`src/rtl/chdr_xb_egress_arbiter.sv`:
```
// Packet-atomic round-robin arbiter for one crossbar egress port (grant held first beat to tlast).
// Optional statistics outputs (pkt_count, stall_cycles) are built when CHDR_XB_ARB_STATS_EN is defined.
module chdr_xb_egress_arbiter #(
  parameter int NUM_PORTS = 10,
  parameter int DWIDTH    = 64,
  localparam int SELW     = $clog2(NUM_PORTS)
) (
  input  logic                        clk,
  input  logic                        reset,
  input  logic [NUM_PORTS-1:0]        port_mask,
  input  logic [NUM_PORTS*DWIDTH-1:0] in_tdata,
  input  logic [NUM_PORTS-1:0]        in_tlast,
  input  logic [NUM_PORTS-1:0]        in_tvalid,
  output logic [NUM_PORTS-1:0]        in_tready,
  output logic [DWIDTH-1:0]           out_tdata,
  output logic                        out_tlast,
  output logic                        out_tvalid,
  input  logic                        out_tready,
  output logic [SELW-1:0]             grant_idx,
  output logic                        busy
`ifdef CHDR_XB_ARB_STATS_EN
  ,
  output logic [31:0]                 pkt_count,
  output logic [31:0]                 stall_cycles
`endif
);

  typedef enum logic {IDLE, BUSY} state_t;

  state_t            state_q, state_d;
  logic [SELW-1:0]   grant_q, grant_d;
  logic [SELW-1:0]   last_q, last_d;
  logic [NUM_PORTS-1:0] req, arbReq;
  logic [SELW-1:0]   winner;
  logic              found;
  logic              eop;
  logic [SELW:0]     scanIdx;
  logic [DWIDTH-1:0] selData;

  assign req = in_tvalid & port_mask;

  // The held port is excluded at end of packet so it cannot be regranted back-to-back.
  always_comb begin
    arbReq = req;
    if (state_q == BUSY) arbReq[grant_q] = 1'b0;
  end

  always_comb begin
    found   = 1'b0;
    winner  = '0;
    scanIdx = '0;
    for (int k = 1; k <= NUM_PORTS; k++) begin
      scanIdx = {1'b0, last_q} + (SELW+1)'(k);
      if (scanIdx >= (SELW+1)'(NUM_PORTS)) scanIdx = scanIdx - (SELW+1)'(NUM_PORTS);
      if (!found && arbReq[scanIdx[SELW-1:0]]) begin
        found  = 1'b1;
        winner = scanIdx[SELW-1:0];
      end
    end
  end

  always_comb begin
    selData = '0;
    for (int p = 0; p < NUM_PORTS; p++) begin
      if (grant_q == SELW'(p)) selData = in_tdata[p*DWIDTH +: DWIDTH];
    end
  end

  always_comb begin
    state_d    = state_q;
    grant_d    = grant_q;
    last_d     = last_q;
    out_tdata  = '0;
    out_tlast  = 1'b0;
    out_tvalid = 1'b0;
    in_tready  = '0;
    eop        = 1'b0;
    case (state_q)
      IDLE: begin
        if (|req) begin
          state_d = BUSY;
          grant_d = winner;
          last_d  = winner;
        end
      end
      BUSY: begin
        out_tdata          = selData;
        out_tlast          = in_tlast[grant_q];
        out_tvalid         = in_tvalid[grant_q];
        in_tready[grant_q] = out_tready;
        eop                = in_tvalid[grant_q] & out_tready & in_tlast[grant_q];
        if (eop) begin
          if (found) begin
            grant_d = winner;
            last_d  = winner;
          end else begin
            state_d = IDLE;
          end
        end
      end
      default: state_d = IDLE;
    endcase
  end

  always_ff @(posedge clk or posedge reset) begin
    if (reset) begin
      state_q <= IDLE;
      grant_q <= '0;
      last_q  <= SELW'(NUM_PORTS-1);
    end else begin
      state_q <= state_d;
      grant_q <= grant_d;
      last_q  <= last_d;
    end
  end

  assign grant_idx = grant_q;
  assign busy      = (state_q == BUSY);

`ifdef CHDR_XB_ARB_STATS_EN
  logic [31:0] pkt_count_q, stall_q;

  // Packet count wraps naturally; stall count saturates at all-ones.
  always_ff @(posedge clk or posedge reset) begin
    if (reset) begin
      pkt_count_q <= '0;
      stall_q     <= '0;
    end else begin
      if (eop) pkt_count_q <= pkt_count_q + 32'd1;
      if (out_tvalid && !out_tready && (stall_q != 32'hFFFF_FFFF)) stall_q <= stall_q + 32'd1;
    end
  end

  assign pkt_count    = pkt_count_q;
  assign stall_cycles = stall_q;
`endif

endmodule

```
`config.mk`:
```
export PLATFORM = sky130hd
export DESIGN_NAME = chdr_xb_egress_arbiter
export DESIGN_NICKNAME = d
export VERILOG_FILES = /design/src/rtl/chdr_xb_egress_arbiter.sv
export SDC_FILE = /design/constraint.sdc
export NUM_CORES = 1
export LEC_CHECK = 0
export CORE_AREA = 2 2 292 294
export DETAILED_ROUTE_END_ITERATION = 6
export DIE_AREA = 0 0 294 296
export REMOVE_ABC_BUFFERS = 1
export SYNTH_ARGS = -nofsm -noshare
export SYNTH_HDL_FRONTEND = slang
export SYNTH_SLANG_ARGS = --single-unit
```
`constraint.sdc`:
```
create_clock -name clk -period 6.7 [get_ports clk]
set_input_delay 1.005 -clock clk [delete_from_list [all_inputs] [get_ports clk]]
set_output_delay 1.005 -clock clk [all_outputs]
set_load 0.005 [all_outputs]
```
Word-level counts from Yosys, hierarchy flattened
Cells that the tools add are included.
- register bits: 9
- bits of input ports: 673
- output and inout port bits: 81
- word-level logic and storage cells: 165
- add/sub/neg operators: 20
- order comparisons: 22
- equal/unequal tests: 12
- multiplexer cells: 79
- bitwise gates (word level): 7
- reduce and logical (&&, ||, !) cells: 22
- operators by type and width (cell ; number):
    two-way mux 64 bit ; 11
    two-way mux 4 bit ; 23
    < comparator 4 x 5 -> 1 bit, second input constant ; 11
    greater-or-equal comparator 5 x 4 -> 1 bit, second input constant ; 10
    binary-select mux 1 bit (select 4 bit) ; 12
    subtractor 4 bit, second input constant ; 10
    bitwise AND 10 bit ; 3
    two-way mux 1 bit ; 28
    adder 4 x 3 -> 5 bit, second input constant ; 4
    two-way mux 10 bit ; 2
    equality test 4 x 3 -> 1 bit, second input constant ; 4
    adder 4 x 4 -> 5 bit, second input constant ; 3
    adder 4 x 2 -> 5 bit, second input constant ; 2
    logical AND 1 bit ; 10
    NOT 10 bit ; 1
    OR reduction 10 bit ; 1
    logical NOT 1 bit ; 9
    equality test 4 x 2 -> 1 bit, second input constant ; 2
    equality test 4 bit, second input constant ; 2
    case mux 4 bit (2 select lines) ; 1
    adder 4 x 1 -> 5 bit, second input constant ; 1
    demux 1 bit (select 4 bit) ; 1
    equality test 4 x 1 -> 1 bit, second input constant ; 1
    greater-or-equal comparator 4 x 1 -> 1 bit, second input constant ; 1
    other kinds (7) ; 9

Depth between registers and ports, before layout
- depth after elaboration: 40
- gate-level depth with buffers: 17

Worst setup path before layout
OpenSTA, ideal clock, no wires.
- path type: register to register
- start point: reg grant_q[1], in the netlist grant_idx[1]
- end point: reg grant_q[1], in the netlist grant_idx[1]
- library setup time: 0.129 ns
- arrival time: 4.117 ns
- required time: 6.571 ns
- path slack: 2.453 ns
- stages on the path, launching flop included: 15
- period minus slack after synthesis: 4.247 ns
- cells stage by stage: dfrtp_1 -> clkinv_1 -> ha_1 -> clkbuf_1 -> inv_1 -> ha_1 -> a211oi_1 -> o22a_1 -> mux2i_1 -> o32ai_2 -> and2_2 -> and3_4 -> and3_1 -> a311o_1 -> o41a_1
- word-level cells in the longest chain between the ends: 40
- RTL lines (element ; line ; text):
    from (decl) ; 31 ; logic [SELW-1:0] grant_q, grant_d;
    from (signal assigned) ; 112 ; grant_q <= grant_d;
    < comparator 4 x 5 -> 1 bit (implied by the code) or greater-or-equal comparator 4 x 1 -> 1 bit (tied branches) ; 45 ; if (state_q == BUSY) arbReq[grant_q] = 1'b0;
    logical AND 1 bit (implied by the code) ; 45 ;
    two-way mux 1 bit (implied by the code) ; 45 ;
    demux 1 bit (select 4 bit) ; 45 ;
    NOT 10 bit (no line) ; n/a ;
    bitwise AND 10 bit (no line) ; n/a ;
    two-way mux 10 bit ; 45 ;
    binary-select mux 1 bit (select 4 bit) ; 55 ; if (!found && arbReq[scanIdx[SELW-1:0]]) begin
    [24 not listed] ; n/a ;
    logical AND 1 bit ; 55 ;
    two-way mux 1 bit ; 55 ;
    logical NOT 1 bit ; 55 ;
    logical AND 1 bit ; 55 ;
    two-way mux 4 bit ; 55 ;
    two-way mux 4 bit ; 93 ; if (found) begin
    two-way mux 4 bit ; 92 ; if (eop) begin
    case mux 4 bit (2 select lines) ; 78 ; case (state_q)
Several ways; a longest one is shown, not always the timed one. The select of a mux whose other input is x is not followed.
A chain may end at the register's enable or synchronous reset.

Worst setup path in the final report
- start point: reg grant_q[0], in the netlist grant_idx[0]
- end point: out out_tdata[31]
- word-level cells in the longest chain between the ends: 12
- RTL lines (element ; line ; text):
    logical NOT 4 bit ; 65 ; if (grant_q == SELW'(p)) selData = in_tdata[p*DWIDTH +: DWIDTH];
    two-way mux 64 bit (9 in a row) ; 65 ;
    two-way mux 64 bit * ; 65 ;
    two-way mux 64 bit * ; 78 ;
    to (decl) ; 15 ; output logic [DWIDTH-1:0] out_tdata,
Every way passes the cells marked *; elsewhere a longest branch is shown, timed or not.

==> metrics.csv <==
metric,value,unit
nets,2331,
slew_viol_final,0,
hpwl,83300,um
cp_slowest_stage_delay,0.86,ns
finalCriticalPeriod,5.47,ns
dieArea,0.0870,mm2
area_growth,132,%
setup_violations,0,
rrSetupSlack,1.50,ns
ys_top_cells_by_count,"a221oi_1, a22o_1, clkbuf_1",
slowest_stage,dfrtp_1,
grtUsageTotal,20.9,%
cts_tree,yes,
grt_max_degree,57,
finClkSkew,0.00261,ns
worstPathCellList,nand2b_1 -> nor2_4 -> buf_4 -> a221oi_1 -> buf_4 -> a31oi_1 -> clkdlybuf4s50_1,
row_count,107,
path_class,reg -> out,
r2r_end,last_q[3],
clock_path_buffers,2,
drcViolationCount,0,
clkSlewWorstSetupHoldPaths,0.04,ns
p_clk_share,1.5,%
p_leak,5.25,nW
numCtsBuffers,3,
synth-seq-cells,7,
synth_edf_count,0,
syn_inst,942,
netlist_area,0.00686,mm2
synthArstFlopShare,100,%
drive_gt1_share,6.00,%
r2r_cells,13,
drt_iter0_markers,1517,
cp.arrival,4.46,ns
cts_root_buf,clkbuf_16,
ir_drop,0.000265,V
die_x,294,um
post_cts_buffers,0,
power_frac_comb,95.9,%
grt_remaining_overflow,0,
coreArea,0.0842,mm2
relSlewSlack,24.8,%
synth.distinct_cells,91,
design_area,0.0159,mm2
avgSynthCellArea,7.28,um2
max_cap_viol_count,0,
r2r_start,grant_idx[2],
yosysSeqAreaShare,2.59,%
cts.repair.resized,0,
switchingPower,3.93,mW
rsz0062_at_grt,no,
wl_per_cell,35.1,um
cp.required,5.69,ns
hold_class,reg -> reg,
register_area,178,um2
final-hold-violation-count,0,
drtAntennaViolNets,0,
synth_warnings,0,
status,"complete, no violations",
grt_pass1_vias,12300,
io_pins,754,
port_buffers,753,
clkSinkCount,7,
synth.largest_area_cell,a221oi_1,
stdcell_count,2752,
wl,96500,um
post_dp_cell_area,0.0158,mm2
path_max_fanout,25,
routabilityCongestion,1.06,
finalCritPeriodShare,81.6,%
vias,13000,
power,7.00,mW
synth_top_area_share,16.6,%
antenna_found_initial,103,
cp-end-kind,output pin,
timing.fmax,0.183,GHz
hold-path-cell-count,1,
p_sw_share,56.2,%
cp-startpoint,grant_idx[0],
grt_first_pass_wirelength,122000,um
clk_latency,0.23,ns
via_per_inst,4.71,
dp.cells,2720,
multi_input_area,0.00625,mm2
crit_top_cell,buf_4,
hold_buffers,0,
worst_hold_path.endpoint,last_q[0],
cp-start-kind,flop,
max_slew.worst_pin.slew,1.13,ns
firstDrtPassIters,6,
synthTopCellsByArea,"a221oi_1, a22o_1, a22oi_1",
initial_core_util,8.14,%
die_h,296,um
nFillCells,9430,
power_density,440,mW/mm2
worstHoldStart,last_q[0],
cts.htree.levels,1,
synthFlopType,dfrtp_1,
seqPwrFrac,2.7,%
p_int,3.07,mW
sequential cells by signal (all words and copies together), names as in the netlist:
signal     count
grant_idx      4
last_q         2
busy           1
cells in the final DEF, fill, tap and decap left out, drive strengths merged, types with 7 or more instances in the layout:
cell type | netlist | layout
a22oi | 71 | 71
clkdlybuf4s50 | 0 | 753
ha | 22 | 22
buf | 22 | 39
nor2 | 31 | 31
o21ai | 22 | 22
mux2i | 13 | 13
and2 | 7 | 7
nand4 | 7 | 7
inv | 20 | 19
a22o | 130 | 130
nand2 | 46 | 46
a211oi | 13 | 13
mux2 | 7 | 7
nand2b | 9 | 9
a221oi | 130 | 130
a31oi | 76 | 76
and3 | 19 | 19
nor3 | 17 | 17
nor2b | 9 | 9
nand3 | 11 | 11
a21oi | 31 | 31
nor4 | 7 | 7
diode | 0 | 28
xnor2 | 7 | 7
critical path: cells and delay by family (launching register included):
| family | cells | cell delay (ns) |
|---|---|---|
| compound gates | 2 | 0.77 |
| buf+inv | 3 | 1.34 |
| simple gates | 2 | 1.19 |
| flops | 1 | 0.86 |
routing by layer:
layer	wire length [um]	vias up	global-route usage, %
li1	-	5494	-
met1	39300	6256	26.8
met2	41900	941	32.5
met3	12600	194	9.28
met4	2160	90	3.55
met5	575	-	0
through the flow:
stage / TNS [ns] / worst slack [ns] / util (%) / hold slack [ns]
2_1_floorplan: -38.79 / -0.608 / - / 0.659
3_3_place_gp: 0 / 1.26 / 18.7 / 0.755
3_5_place_dp: 0 / 1.32 / 18.7 / 0.760
4_1_cts: 0 / 1.05 / 18.8 / 0.779
5_1_grt: 0 / 1.06 / 18.8 / 0.815
6_report: 0 / 1.23 / 18.9 / 0.770
power by group through the flow:
stage	sequential (mW)	clock [mW]	combinational, mW
CTS	0.185	0.104	6.62
finish	0.186	0.102	6.71
floorplan	0.175	0	3.45
global route	0.196	0.107	7.09
detailed placement	0.185	0	6.57
global placement	0.187	0	6.60
logic make-up (layout without fill, tap and decap cells):
kind of cell | count (synthesis) | after routing | share of synthesized area [%]
AO/OA/AOI/OAI | 547 | 547 | 62.7
AND/OR/NAND/NOR | 204 | 204 | 17.2
buffers and inverters | 126 | 818 | 7.21
multiplexers | 25 | 25 | 4.69
adder cells (fa/ha/maj) | 23 | 23 | 4.31
XOR/XNOR | 10 | 10 | 1.28
flip-flops | 7 | 7 | 2.59
other | 0 | 28 | 0
worst max-delay path by stage:
| stage | slack [ns] | to |
|---|---|---|
| final | 1.23 | out_tdata[31] |
| after global routing | 1.06 | out_tdata[31] |
| after CTS | 1.05 | out_tdata[31] |
| after detailed placement | 1.32 | out_tdata[31] |
| after global placement | 1.26 | out_tdata[31] |
| after floorplan | -0.61 | out_tdata[0] |
cell type report:
type                    instances  share of cell area (%)
repair buffers                792                    49.6
multi-input cells             809                    39.3
well taps                    1090                    8.57
flip-flops and latches          7                    1.12
inverters                      22                   0.527
clock buffers                   4                   0.495
diodes                         28                   0.440
No activity file was read; power rests on OpenSTA's default activity.
